$ cat config.mk
export PLATFORM = sky130hd
export DESIGN_NAME = systolic_ctrl
export DESIGN_NICKNAME = d
export VERILOG_FILES = /design/src/rtl/systolic_pkg.sv /design/src/rtl/systolic_ctrl_skew_buffer.sv /design/src/rtl/systolic_ctrl.sv
export SDC_FILE = /design/constraint.sdc
export NUM_CORES = 2
export LEC_CHECK = 0
export BUFFER_PORTS_ARGS = -buffer_cell sky130_fd_sc_hd__buf_4
export CAP_MARGIN = 0
export CORE_AREA = 2 2 672 674
export DETAILED_ROUTE_END_ITERATION = 6
export DIE_AREA = 0 0 674 676
export GPL_ROUTABILITY_DRIVEN = 0
export HOLD_SLACK_MARGIN = 0.1
export PLACE_DENSITY = 0.3
export SLEW_MARGIN = 20
export SYNTH_ARGS = -nofsm -noshare
export SYNTH_HDL_FRONTEND = slang
export SYNTH_SLANG_ARGS = --single-unit
export TNS_END_PERCENT = 1
$ cat constraint.sdc
create_clock -name i_clk -period 27.4 [get_ports i_clk]
set_input_delay 1.37 -clock i_clk [delete_from_list [all_inputs] [get_ports i_clk]]
set_output_delay 1.37 -clock i_clk [all_outputs]
set_load 0.005 [all_outputs]
$ cat src/rtl/systolic_pkg.sv
// Shared types, FSM state encoding and sizing helpers for the systolic array sequencer.
package systolic_pkg;

  localparam int SYS_N = 4;

  typedef logic signed [SYS_N-1:0][SYS_N-1:0][7:0]   op_mat_t;
  typedef logic signed [SYS_N-1:0][2*SYS_N-2:0][7:0] stream_t;
  typedef logic signed [SYS_N-1:0][SYS_N-1:0][31:0]  res_mat_t;

  typedef enum logic [2:0] {
    ST_IDLE,
    ST_BASE,
    ST_RUN,
    ST_CAPT,
    ST_DONE
  } state_t;

  function automatic int run_len(input int n);
    return 3 * n - 1;
  endfunction

  function automatic int skew_depth(input int n);
    return 2 * n - 1;
  endfunction

endpackage

$ cat src/rtl/systolic_ctrl_skew_buffer.sv
// Parallel-load, zero-fill shift register feeding one array row or column stream.
module skew_buffer #(
  parameter int DEPTH = 7
) (
  input  logic                    i_clk,
  input  logic                    i_arst,
  input  logic                    load,
  input  logic                    shift,
  input  logic signed [DEPTH-1:0][7:0] data,
  output logic signed [DEPTH-1:0][7:0] q
);

  logic signed [DEPTH-1:0][7:0] sr_q;
  logic signed [DEPTH-1:0][7:0] sr_d;

  always_comb begin
    sr_d = sr_q;
    if (load) begin
      sr_d = data;
    end else if (shift) begin
      // element 0 is what the array consumes; zeros enter at the far end
      sr_d = {8'h00, sr_q[DEPTH-1:1]};
    end
  end

  always_ff @(posedge i_clk or posedge i_arst) begin
    if (i_arst) begin
      sr_q <= '0;
    end else begin
      sr_q <= sr_d;
    end
  end

  assign q = sr_q;

endmodule

$ cat src/rtl/systolic_ctrl.sv
// Job sequencer for the NxN int8 systolic array: operand skew, process enable, result capture.
// Define SYSTOLIC_CTRL_BASELINE_EN to snapshot and subtract the pre-job accumulator values.
//   state | meaning
//   IDLE  | waiting for an operand pair, o_ready high
//   BASE  | snapshot array accumulators (baseline build only)
//   RUN   | stream skewed operands, array process enable high
//   CAPT  | capture the array result
//   DONE  | result valid, waiting for i_ready
module systolic_ctrl
  import systolic_pkg::*;
#(
  parameter int N = SYS_N
) (
  input  logic                               i_clk,
  input  logic                               i_arst,
  input  logic                               i_valid,
  output logic                               o_ready,
  input  logic signed [N-1:0][N-1:0][7:0]    i_a,
  input  logic signed [N-1:0][N-1:0][7:0]    i_b,
  output logic                               o_doProcess,
  output logic signed [N-1:0][2*N-2:0][7:0]  o_row,
  output logic signed [N-1:0][2*N-2:0][7:0]  o_col,
  input  logic signed [N-1:0][N-1:0][31:0]   i_c,
  output logic                               o_valid,
  input  logic                               i_ready,
  output logic signed [N-1:0][N-1:0][31:0]   o_c,
  output logic                               o_busy
);

  localparam int SKEW    = skew_depth(N);
  localparam int RUN_CYC = run_len(N);
  localparam int CW      = $clog2(RUN_CYC);

  state_t state_q, state_d;
  logic [CW-1:0] cnt_q, cnt_d;
  logic buf_load;
  logic buf_shift;

  logic signed [N-1:0][SKEW-1:0][7:0] row_ld;
  logic signed [N-1:0][SKEW-1:0][7:0] col_ld;

  logic signed [N-1:0][N-1:0][31:0] c_q, c_d;

  always_comb begin
    state_d   = state_q;
    cnt_d     = cnt_q;
    buf_load  = 1'b0;
    buf_shift = 1'b0;
    case (state_q)
      ST_IDLE: begin
        if (i_valid) begin
          buf_load = 1'b1;
          cnt_d    = CW'(RUN_CYC - 1);
`ifdef SYSTOLIC_CTRL_BASELINE_EN
          state_d  = ST_BASE;
`else
          state_d  = ST_RUN;
`endif
        end
      end
      ST_BASE: state_d = ST_RUN;
      ST_RUN: begin
        buf_shift = 1'b1;
        // one extra cycle past the product flushes the inter-PE registers
        if (cnt_q == '0) begin
          state_d = ST_CAPT;
        end else begin
          cnt_d = cnt_q - CW'(1);
        end
      end
      ST_CAPT: state_d = ST_DONE;
      ST_DONE: begin
        if (i_ready) begin
          state_d = ST_IDLE;
        end
      end
      default: state_d = ST_IDLE;
    endcase
  end

  always_ff @(posedge i_clk or posedge i_arst) begin
    if (i_arst) begin
      state_q <= ST_IDLE;
      cnt_q   <= '0;
    end else begin
      state_q <= state_d;
      cnt_q   <= cnt_d;
    end
  end

  always_comb begin
    row_ld = '0;
    col_ld = '0;
    for (int i = 0; i < N; i++) begin
      for (int k = 0; k < N; k++) begin
        row_ld[i][i+k] = i_a[i][k];
        col_ld[i][i+k] = i_b[k][i];
      end
    end
  end

  for (genvar g = 0; g < N; g++) begin : g_buf
    skew_buffer #(.DEPTH(SKEW)) u_row (
      .i_clk (i_clk),
      .i_arst(i_arst),
      .load  (buf_load),
      .shift (buf_shift),
      .data  (row_ld[g]),
      .q     (o_row[g])
    );
    skew_buffer #(.DEPTH(SKEW)) u_col (
      .i_clk (i_clk),
      .i_arst(i_arst),
      .load  (buf_load),
      .shift (buf_shift),
      .data  (col_ld[g]),
      .q     (o_col[g])
    );
  end

`ifdef SYSTOLIC_CTRL_BASELINE_EN
  logic signed [N-1:0][N-1:0][31:0] base_q, base_d;

  always_comb begin
    base_d = base_q;
    if (state_q == ST_BASE) begin
      base_d = i_c;
    end
  end

  always_ff @(posedge i_clk or posedge i_arst) begin
    if (i_arst) begin
      base_q <= '0;
    end else begin
      base_q <= base_d;
    end
  end

  always_comb begin
    c_d = c_q;
    if (state_q == ST_CAPT) begin
      for (int i = 0; i < N; i++) begin
        for (int j = 0; j < N; j++) begin
          c_d[i][j] = i_c[i][j] - base_q[i][j];
        end
      end
    end
  end
`else
  always_comb begin
    c_d = c_q;
    if (state_q == ST_CAPT) begin
      c_d = i_c;
    end
  end
`endif

  always_ff @(posedge i_clk or posedge i_arst) begin
    if (i_arst) begin
      c_q <= '0;
    end else begin
      c_q <= c_d;
    end
  end

  assign o_c         = c_q;
  assign o_ready     = (state_q == ST_IDLE);
  assign o_busy      = (state_q != ST_IDLE);
  assign o_doProcess = (state_q == ST_RUN);
  assign o_valid     = (state_q == ST_DONE);

endmodule

==> results.sh <==
export IMPL_worst_pin_slew_ns=1.18
export IMPL_p_per_area_nw_per_um2=130
export IMPL_crit_end="g_buf[1].u_row.q[35]"
export IMPL_ys_seq_area_share_pct=61.7
export IMPL_core_area_um2=448000
export IMPL_status="complete, no violations"
export IMPL_fmaxAchievable_ghz=0.211
export IMPL_max_cap_violations=0
export IMPL_r2r_slack_ns=22.80
export IMPL_cp_start_kind="primary input"
export IMPL_power_share_clock_pct=25.1
export IMPL_switching_share_pct=43.7
export IMPL_cp_required_ns=28.19
export IMPL_finalSetupViolCount=0
export IMPL_grt_overflow_total=0
export IMPL_regToRegEndpoint="g_buf[1].u_row.q[35]"
export IMPL_port_buffers=1639
export IMPL_nets=5152
export IMPL_die_x_um=674
export IMPL_h_tree_depth=4
export IMPL_cts_resized=0
export IMPL_final_common_cell="buf_4"
export IMPL_path_class="in -> reg"
export IMPL_clk_latency_ns=0.88
export IMPL_critPathMaxFanout=72
export IMPL_vias_per_cell=2.94
export IMPL_fin_crit_sh_pct=17.3
export IMPL_cts_sink_count=871
export IMPL_crit_path_end_kind="flip-flop"
export IMPL_dieArea_um2=456000
export IMPL_p_seq_share_pct=30.6
export IMPL_start_util_pct=7.89
export IMPL_cts_made_buffers=140
export IMPL_dp_cells=10200
export IMPL_p_switching_mw=3.34
export IMPL_layout_common_cells="1676 x buf_4, 871 x dfrtp_1, 512 x mux2_2, 497 x nand2_1, 259 x nand3_1"
export IMPL_instances_no_fill=10500
export IMPL_wl_mm=351
export IMPL_area_growth_pct=65.9
export IMPL_power_leakage_nw=27.0
export IMPL_syn_area_um2=35300
export IMPL_cts_hold_buffers=0
export IMPL_fp_dieH_um=676
export IMPL_syn_area_per_cell_um2=12.9
export IMPL_cp_startpoint="i_valid"
export IMPL_hold_viol_final=0
export IMPL_rsz0062_at_grt="no"
export IMPL_clk_path_buf_depth=4
export IMPL_cts_setup_buffers=0
export IMPL_clk_pin_slew_ns=0.06
export IMPL_drive_gt1_share_pct=55.8
export IMPL_finalSetupTns_ns=0
export IMPL_synth_seq_cells=871
export IMPL_ys_warn_count=0
export IMPL_detail_route_antenna_nets=0
export IMPL_skew_ns=0.0369
export IMPL_drtIter0Drc=1621
export IMPL_intPower_mw=4.29
export IMPL_dpl_hpwl_mm=301
export IMPL_hp_class="reg -> reg"
export IMPL_num_rows=246
export IMPL_maxSlewHeadroom_pct=21.6
export IMPL_reg2reg_from="state_q[1]"
export IMPL_cts_tree="yes"
export IMPL_peakVddDrop_v=0.000107
export IMPL_vias=30800
export IMPL_grt_total_usage_pct=14.8
export IMPL_grt_antenna_before_repair=261
export IMPL_grt_pass1_vias=31600
export IMPL_syn_inst=2750
export IMPL_slew_viol_final=0
export IMPL_cts_root_buffer="clkbuf_16"
export IMPL_post_route_min_period_ns=4.73
export IMPL_drc_errors=0
export IMPL_first_pass_iters=5
export IMPL_grt_pass1_wl_mm=422
export IMPL_synth_cell_types=33
export IMPL_reg2reg_depth=7
export IMPL_p_comb_share_pct=44.2
export IMPL_routedWlPerCell_um=33.5
export IMPL_io_pins=1736
export IMPL_grt_max_degree=150
export IMPL_arrival_ns=5.52
-- power groups by stage --
stage	logic (mW)	registers [mW]	clock network [mW]
after CTS	3.53	2.35	2.01
after global routing	3.67	2.41	2.04
final	3.38	2.34	1.92
after global placement	3.52	2.34	0
after floorplan	1.13	2.22	0
after detailed placement	3.52	2.35	0
-- state kept, by name (all words and copies together), names as in the netlist --
register       flops
o_c              512
g_buf.u_col.q    176
g_buf.u_row.q    176
cnt_q              4
state_q            3
-- cell type report --
class,instances,area (µm²)
repair buffers,1683,12700
clock inverters,46,608
multi-input cells,1676,11900
inverters,6,46.3
flip-flops and latches,871,21800
well taps,5952,7450
clock buffers,196,4070
fillers,50800,389000
diodes,40,100
-- synth_stat cells (all sizes together) --
cell type	count	area share [%]
a211oi	1	0.021
a21o	16	0.34
a22o	16	0.40
a22oi	176	3.7
a2bb2oi	2	0.050
buf	282	5.6
clkbuf	10	0.11
clkinv	1	0.025
conb	1	0.011
dfrtp	871	62
ha	2	0.071
inv	5	0.053
mux2	512	16
nand2	497	5.3
nand3	339	5.9
nand3b	2	0.042
nand4b	1	0.025
nor2	4	0.050
nor3	3	0.042
nor3b	1	0.021
nor4b	1	0.067
o21ai	3	0.053
or3b	2	0.050
or4b	1	0.028
xnor2	1	0.025
-- metal layers --
| layer | up-vias | wire length (µm) | global-route usage [%] |
|---|---|---|---|
| li1 | 12700 | - | - |
| met1 | 15700 | 122000 | 15.3 |
| met2 | 1770 | 169000 | 25.0 |
| met3 | 573 | 51700 | 9.75 |
| met4 | 36 | 8760 | 3.05 |
| met5 | - | 241 | 0 |
-- worst min-delay path by stage --
stage | cells past startpoint | startpoint | end | slack [ns]
2_1_floorplan | 1 | g_buf[0].u_col.q[0] | g_buf[0].u_col.q[0] | 0.47
3_3_place_gp | 1 | g_buf[0].u_row.q[1] | g_buf[0].u_row.q[1] | 0.47
3_5_place_dp | 1 | g_buf[0].u_col.q[0] | g_buf[0].u_col.q[0] | 0.47
4_1_cts | 2 | i_arst | o_c[301] | 0.48
5_1_grt | 1 | g_buf[0].u_col.q[5] | g_buf[0].u_col.q[5] | 0.50
6_report | 1 | g_buf[0].u_col.q[0] | g_buf[0].u_col.q[0] | 0.48
-- critical path, stage by stage --
cell and delay (ns):
buf_4 0.12, or4b_4 0.60, buf_4 0.51, buf_4 0.81, buf_4 0.67, buf_4 0.77, nand3_1 0.17, nand2_1 0.11
-- cells by family after synthesis --
family                   count (synthesis)  synth area share, %
other                                    1               0.0106
buffers and inverters                  298                 5.78
multiplexers                           512                 16.3
adder cells (fa/ha/maj)                  2               0.0708
AO/OA/AOI/OAI                          214                 4.60
AND/OR/NAND/NOR                        851                 11.5
XOR/XNOR                                 1               0.0248
flip-flops                             871                 61.7
-- metrics by stage --
stage	instance area (µm²)	util, %	setup slack [ns]	power, mW	hold WS, ns
6_report	58600	13.1	22.67	7.63	0.480
5_1_grt	58600	13.1	22.54	8.12	0.504
4_1_cts	58500	13.1	22.26	7.88	0.480
3_5_place_dp	53800	12.0	21.30	5.87	0.469
3_3_place_gp	53800	12.0	21.35	5.87	0.473
2_1_floorplan	35700	-	1.55	3.35	0.473
Power figures use the tool's default switching activity.
